### config.mk
export PLATFORM = sky130hd
export DESIGN_NAME = mem_access_unit
export DESIGN_NICKNAME = d
export VERILOG_FILES = /design/src/rtl/mem_pkg.sv /design/src/rtl/mem_align.sv /design/src/rtl/mem_access_unit.sv
export SDC_FILE = /design/constraint.sdc
export NUM_CORES = 1
export LEC_CHECK = 0
export CAP_MARGIN = 30
export CORE_ASPECT_RATIO = 0.75
export CORE_MARGIN = 5
export CORE_UTILIZATION = 40
export CTS_CLUSTER_DIAMETER = 150
export DETAILED_ROUTE_END_ITERATION = 8
export GPL_TIMING_DRIVEN = 1
export PLACE_DENSITY = 0.71
export SYNTH_ARGS = -nofsm -noshare
export SYNTH_HDL_FRONTEND = slang
export SYNTH_SLANG_ARGS = --single-unit
### constraint.sdc
create_clock -name i_clk -period 4.9 [get_ports i_clk]
set_input_delay 0.98 -clock i_clk [delete_from_list [all_inputs] [get_ports i_clk]]
set_output_delay 0.98 -clock i_clk [all_outputs]
set_load 0.03 [all_outputs]
### src/rtl/mem_pkg.sv
// Shared definitions for the memory access unit.
// Holds the memOp encodings, FSM state encoding and small decode helpers
// used by both the FSM and the alignment datapath.
package mem_pkg;

  typedef enum logic [2:0] {
    OpLb  = 3'b000,
    OpLh  = 3'b001,
    OpLw  = 3'b010,
    OpSb  = 3'b011,
    OpLbu = 3'b100,
    OpLhu = 3'b101,
    OpSh  = 3'b110,
    OpSw  = 3'b111
  } mem_op_e;

  typedef enum logic [1:0] {
    StIdle     = 2'b00,
    StAccess   = 2'b01,
    StRmwRead  = 2'b10,
    StRmwWrite = 2'b11
  } state_e;

  function automatic logic is_load(mem_op_e op);
    return op inside {OpLb, OpLh, OpLw, OpLbu, OpLhu};
  endfunction

  // Sub-word stores go through a read-modify-write of the containing word.
  function automatic logic is_rmw(mem_op_e op);
    return (op == OpSb) || (op == OpSh);
  endfunction

  function automatic logic is_misaligned(mem_op_e op, logic [1:0] off);
    logic mis;
    mis = 1'b0;
    case (op)
      OpLw, OpSw:        mis = (off != 2'b00);
      OpLh, OpLhu, OpSh: mis = off[0];
      default:           mis = 1'b0;
    endcase
    return mis;
  endfunction

endpackage

### src/rtl/mem_align.sv
// Combinational byte/halfword datapath for the memory access unit.
// Ports:
//   i_memOp     - latched memory operation
//   i_offset    - byte offset within the word (address[1:0])
//   i_word      - word read from the cache
//   i_storeData - low halfword of the store operand
//   o_loadData  - extracted and sign/zero-extended load result
//   o_mergeData - cache word with the store byte/halfword replaced
module mem_align
  import mem_pkg::*;
(
  input  mem_op_e     i_memOp,
  input  logic [1:0]  i_offset,
  input  logic [31:0] i_word,
  input  logic [15:0] i_storeData,
  output logic [31:0] o_loadData,
  output logic [31:0] o_mergeData
);

  logic [7:0]  w_byte;
  logic [15:0] w_half;

  // Little-endian lanes: byte k at bits [8k+7:8k], halfword h at [16h+15:16h].
  assign w_byte = i_word[{i_offset, 3'b000} +: 8];
  assign w_half = i_word[{i_offset[1], 4'b0000} +: 16];

  always_comb begin
    o_loadData = i_word;
    case (i_memOp)
      OpLb:    o_loadData = {{24{w_byte[7]}}, w_byte};
      OpLh:    o_loadData = {{16{w_half[15]}}, w_half};
      OpLbu:   o_loadData = {24'h0, w_byte};
      OpLhu:   o_loadData = {16'h0, w_half};
      default: o_loadData = i_word;
    endcase
  end

  always_comb begin
    o_mergeData = i_word;
    if (i_memOp == OpSh) begin
      o_mergeData[{i_offset[1], 4'b0000} +: 16] = i_storeData;
    end else begin
      o_mergeData[{i_offset, 3'b000} +: 8] = i_storeData[7:0];
    end
  end

endmodule

### src/rtl/mem_access_unit.sv
// MEM-stage memory access unit: drives a word-addressed cache for
// byte/halfword/word loads and stores, using read-modify-write for SB/SH.
// Ports:
//   i_clk, i_rst_n       - clock, asynchronous active-low reset
//   i_req                - MEM stage holds a load/store
//   i_memOp              - operation encoding (mem_pkg::mem_op_e)
//   i_address            - byte address
//   i_storeData          - store operand
//   i_cacheStop          - cache has not completed the current request
//   i_cacheData          - word read from the cache
//   o_cacheAddress       - word-aligned cache address
//   o_cacheWriteData     - word to write
//   o_cacheReadMem/WriteMem - cache strobes
//   o_loadData           - extended load result, nonzero only on load completion
//   o_stall              - pipeline must hold the MEM stage
//   o_alignErr           - misaligned request flag
module mem_access_unit
  import mem_pkg::*;
(
  input  logic        i_clk,
  input  logic        i_rst_n,
  input  logic        i_req,
  input  logic [2:0]  i_memOp,
  input  logic [31:0] i_address,
  input  logic [31:0] i_storeData,
  input  logic        i_cacheStop,
  input  logic [31:0] i_cacheData,
  output logic [31:0] o_cacheAddress,
  output logic [31:0] o_cacheWriteData,
  output logic        o_cacheReadMem,
  output logic        o_cacheWriteMem,
  output logic [31:0] o_loadData,
  output logic        o_stall,
  output logic        o_alignErr
);

  state_e      r_state, w_state_next;
  mem_op_e     r_op;
  logic [31:0] r_addr, r_sdata, r_merge;
  mem_op_e     w_op_in;
  logic        w_misaligned, w_accept;
  logic [31:0] w_load_ext, w_merge;

  assign w_op_in      = mem_op_e'(i_memOp);
  assign w_misaligned = is_misaligned(w_op_in, i_address[1:0]);
  assign w_accept     = (r_state == StIdle) && i_req && !w_misaligned;

  assign o_cacheAddress = (r_state == StIdle) ? {i_address[31:2], 2'b00}
                                              : {r_addr[31:2], 2'b00};

  mem_align u_align (
    .i_memOp     (r_op),
    .i_offset    (r_addr[1:0]),
    .i_word      (i_cacheData),
    .i_storeData (r_sdata[15:0]),
    .o_loadData  (w_load_ext),
    .o_mergeData (w_merge)
  );

  always_ff @(posedge i_clk or negedge i_rst_n) begin
    if (!i_rst_n) begin
      r_state <= StIdle;
    end else begin
      r_state <= w_state_next;
    end
  end

  always_ff @(posedge i_clk or negedge i_rst_n) begin
    if (!i_rst_n) begin
      r_op    <= OpLb;
      r_addr  <= 32'h0;
      r_sdata <= 32'h0;
      r_merge <= 32'h0;
    end else begin
      if (w_accept) begin
        r_op    <= w_op_in;
        r_addr  <= i_address;
        r_sdata <= i_storeData;
      end
      if ((r_state == StRmwRead) && !i_cacheStop) begin
        r_merge <= w_merge;
      end
    end
  end

  always_comb begin
    w_state_next     = r_state;
    o_cacheReadMem   = 1'b0;
    o_cacheWriteMem  = 1'b0;
    o_cacheWriteData = 32'h0;
    o_loadData       = 32'h0;
    o_stall          = 1'b0;
    o_alignErr       = 1'b0;
    // IDLE outputs depend on live inputs, so gate them while reset is held.
    if (i_rst_n) begin
      unique case (r_state)
        StIdle: begin
          if (i_req) begin
            if (w_misaligned) begin
              o_alignErr = 1'b1;
            end else begin
              o_stall      = 1'b1;
              w_state_next = is_rmw(w_op_in) ? StRmwRead : StAccess;
            end
          end
        end
        StAccess: begin
          if (is_load(r_op)) begin
            o_cacheReadMem = 1'b1;
          end else begin
            o_cacheWriteMem  = 1'b1;
            o_cacheWriteData = r_sdata;
          end
          if (i_cacheStop) begin
            o_stall = 1'b1;
          end else begin
            w_state_next = StIdle;
            if (is_load(r_op)) begin
              o_loadData = w_load_ext;
            end
          end
        end
        StRmwRead: begin
          o_cacheReadMem = 1'b1;
          o_stall        = 1'b1;
          if (!i_cacheStop) begin
            w_state_next = StRmwWrite;
          end
        end
        StRmwWrite: begin
          o_cacheWriteMem  = 1'b1;
          o_cacheWriteData = r_merge;
          if (i_cacheStop) begin
            o_stall = 1'b1;
          end else begin
            w_state_next = StIdle;
          end
        end
      endcase
    end
  end

endmodule
==> summary.md <==
The tools report the hold path endpoint as r_merge[13]$_DFFE_PN0P_. Pin placement for this block handled 203 I/O pins. Setup violations remaining at the end of the flow were counted as 0.

The H-tree was split into 3 levels. The mean post-synth cell area was 10.42 µm²; the number of flops mapped to enable cells by yosys was 0. For the count of cells resized by post-cts repair, the log shows 0. For the summed negative setup slack over all endpoints, the log shows 0 ns. Summed over all cells, the static leakage comes to 3.546 nW.

Global routing consumed, over all layers together, 22.37% of the routing resources. The cell at the root of the clock tree was sky130_fd_sc_hd__clkbuf_16. The first detailed-routing pass took 5 iterations. The mapped netlist covers 6055 µm². Of the post-synthesis cell area, the dominant cell type holds 41.74%. The tools report the launch point of the worst reg-to-reg path as r_state[0]$_DFFE_PN0P_. Across the run, the number of max-cap violations was 0.

The classification of the worst setup path was in -> out. The slew at the pin closest to its max-slew limit is 1.010 ns, and the highest clock frequency the design can meet is 0.2251 GHz. After detailed routing, the average wire length per cell comes to 20.87 µm.

The die is 116.5 µm tall. The weighted congestion reported at the end of routability-driven placement is 0.8855. For the remaining global-route overflow, the log shows 0. The run gives 581 as the post-synthesis cell count. Ranked by instance count, the synthesized netlist is headed by sky130_fd_sc_hd__dfrtp_1, sky130_fd_sc_hd__mux2_2, sky130_fd_sc_hd__nor2_1. The startpoint identified for the worst hold timing path is r_merge[13]$_DFFE_PN0P_.

For the finished layout, the period the worst path requires is 4.443 ns. For this block, the via count after detailed routing is 5449. TritonCTS built the clock tree. The cell with the most instances after synthesis was sky130_fd_sc_hd__dfrtp_1.

The layout has 1300 filler cells. The highest fanout seen on the critical path is 7. The launching element type of the critical path was a primary input. Of all cell types, the one taking the most synthesized area is sky130_fd_sc_hd__dfrtp_1.

From synthesis to final layout, the design area changed by 39.51%. The tools report the count of unresolved DRC violations after routing as 0. Setup repair after global routing left no endpoint under its margin.

The hold path depth works out to 1. Counting flops and latches in the post-synthesis netlist gives 101. Data arrives at the worst endpoint at 3.46 ns. The Yosys step of the flow raised 0 warnings. Of the available clock period, the critical path in the final layout requires 90.68%. The maximum root-to-sink buffer count is 2, and the CTS sink count is 101.

The run gives 9 as the total clock buffers created by CTS. The detailed router's first-iteration violation count is 442. The tightest min-delay check is of the reg -> reg type.

For the worst setup path, the data required time is 3.92 ns. The die width works out to 152.1 µm. For the row count, the log shows 39. In this run the tool buffered the top-level ports with 200 buffer cells.

At the end of the flow, the number of nets in the layout was 871. For the pin count of the biggest net entering global routing, the log shows 53. The tools report the total power of the final layout as 5.130 mW. In the final layout, flip-flops and latches occupy 2527 µm². After floorplanning, the core was sized to cover 15030 µm². The worst-case register-to-register setup slack is 2.15 ns. The number of endpoints with negative hold slack in the final report came out at 0. For the remaining antenna violation count, the log shows 0. The most used flip-flop cell after synthesis is sky130_fd_sc_hd__dfrtp_1. The clock edge transition at the registers on the reported setup and hold paths was 0.07 ns. At the later pin of the worst-skew pair, clock insertion delay measures 0.35 ns.

The sequential cell area fraction in the yosys report was 41.74%; the number of diodes added for antenna fixing was 0. The worst slew margin relative to its limit was 32.66%; the proportion of synthesized flip-flops having asynchronous set or reset was 100.0%. STA classifies the critical path endpoint as an output pin.

Power spread over the standard cell area amounts to 607.3 nW/µm². The run finished with clean final reports. VDD sags by at most 0.0005062 V. The die area was 17720 µm²; the fraction of final layout cells sized beyond drive strength 1 was 19.27%.

The final routed wirelength across all metal layers is 20.20 mm, and the via density per instance is 5.629. For the final database, setup skew stands at 0.01061 ns. The first global-routing pass estimated 31.80 mm of wire.

Synthesis instantiated 50 different standard cells from the library. The length in cells of the worst reg-to-reg path is 5, and the initial standard-cell utilization of the core is 40.28%. The reg-to-reg endpoint is r_merge[16]$_DFFE_PN0P_. The logs give 15.18 mm for the detailed-placement wirelength estimate and 5664 for the number of global-route vias before repair.

Summing all multi-input logic gate instances after layout gives 3187 µm². Buffers inserted to repair hold after CTS numbered 0. The number of antenna violations at the first check in global routing came out at 0.

Buffers added to address setup during post-CTS repair amount to 0. The max-slew violation count is 0. Yosys attributes the largest share of cell area to sky130_fd_sc_hd__dfrtp_1, sky130_fd_sc_hd__mux2_2, sky130_fd_sc_hd__a22oi_1, sky130_fd_sc_hd__a221oi_1, sky130_fd_sc_hd__a221o_1.
-- cell families after synthesis --
logic type | count (synthesis) | synth area share (%)
AOI/OAI and AO/OA | 165 | 20.15
xor gates and xnor gates | 1 | 0.1447
and+or+nand+nor | 109 | 8.907
muxes | 115 | 21.31
DFF | 101 | 41.74
other | 1 | 0.06194
buffers and inverters | 80 | 5.828
adders and majority gates | 9 | 1.860
-- state kept, by name (all words and copies together), names as in the netlist --
register / count
r_addr: 32
r_op: 3
r_sdata: 32
r_state: 2
r_merge: 32
-- cell type report --
type	instances	area share, %
multi-input combinational	401	37.73
tap	205	3.037
inverter	33	1.466
clock inverter	5	0.5184
clock buffer	10	2.829
timing repair buffer	213	24.50
sequential	101	29.92
-- metrics by stage --
stage	cell area, µm²	util (%)	hold WS (ns)	setup WS (ns)	cells
finish	8447	56.20	0.4847	0.4567	968
global route	8447	56.20	0.5016	0.3590	968
CTS	8447	56.20	0.4861	0.5052	968
detailed placement	8164	54.32	0.4689	0.5031	953
global placement	8164	54.32	0.4630	0.6333	953
floorplan	6058	-	0.4507	1.418	582
-- cells in the final DEF, fill, tap and decap left out, types with 3 or more instances in the layout --
| cell type | n |
|---|---|
| sky130_fd_sc_hd__dfrtp_1 | 101 |
| sky130_fd_sc_hd__nor3_1 | 8 |
| sky130_fd_sc_hd__a221o_1 | 17 |
| sky130_fd_sc_hd__a211oi_1 | 16 |
| sky130_fd_sc_hd__nor2b_1 | 3 |
| sky130_fd_sc_hd__a22oi_1 | 32 |
| sky130_fd_sc_hd__and2_1 | 9 |
| sky130_fd_sc_hd__a221oi_1 | 24 |
| sky130_fd_sc_hd__and2_0 | 7 |
| sky130_fd_sc_hd__clkbuf_16 | 9 |
| sky130_fd_sc_hd__o22ai_1 | 7 |
| sky130_fd_sc_hd__o21a_1 | 3 |
| sky130_fd_sc_hd__mux2_2 | 96 |
| sky130_fd_sc_hd__mux2i_1 | 16 |
| sky130_fd_sc_hd__nand2_1 | 20 |
| sky130_fd_sc_hd__o21ai_0 | 12 |
| sky130_fd_sc_hd__ha_1 | 9 |
| sky130_fd_sc_hd__nand2b_1 | 4 |
| sky130_fd_sc_hd__nor2_1 | 43 |
| sky130_fd_sc_hd__inv_1 | 33 |
| sky130_fd_sc_hd__buf_4 | 29 |
| sky130_fd_sc_hd__clkdlybuf4s50_1 | 183 |
| sky130_fd_sc_hd__a21o_1 | 17 |
| sky130_fd_sc_hd__a21oi_1 | 27 |
-- critical path, cell delays in order --
cell,delay (ns)
sky130_fd_sc_hd__clkdlybuf4s50_1,0.48
sky130_fd_sc_hd__mux4_1,0.61
sky130_fd_sc_hd__a21oi_1,0.51
sky130_fd_sc_hd__a221oi_1,0.20
sky130_fd_sc_hd__clkdlybuf4s50_1,0.68
-- worst max-delay path by stage --
stage | start | endpoint | slack [ns]
final | i_cacheData[15] | o_loadData[9] | 0.46
after global routing | i_cacheData[15] | o_loadData[9] | 0.36
after global placement | i_cacheData[15] | o_loadData[13] | 0.63
after CTS | i_cacheData[15] | o_loadData[9] | 0.51
after floorplan | i_rst_n | o_loadData[21] | 1.42
after detailed placement | i_cacheData[15] | o_loadData[9] | 0.50
-- routing by layer --
metal	vias up	track usage [%]	wire length [µm]	share of wire [%]
li1	2501	-	-	-
met1	2630	29.57	8817	44
met2	283	35.30	8885	44
met3	35	8.222	2113	10
met4	0	5.629	387	1.9
met5	-	0	0	0
-- power by group --
part	internal [mW]	leakage (nW)	switching, mW
Clock	0.363	0.134	0.332
Combinational	1.30	2.19	1.49
Sequential	1.24	1.22	0.403
Total	2.90	3.55	2.23
Note: power is estimated with default switching activity, not from simulation.
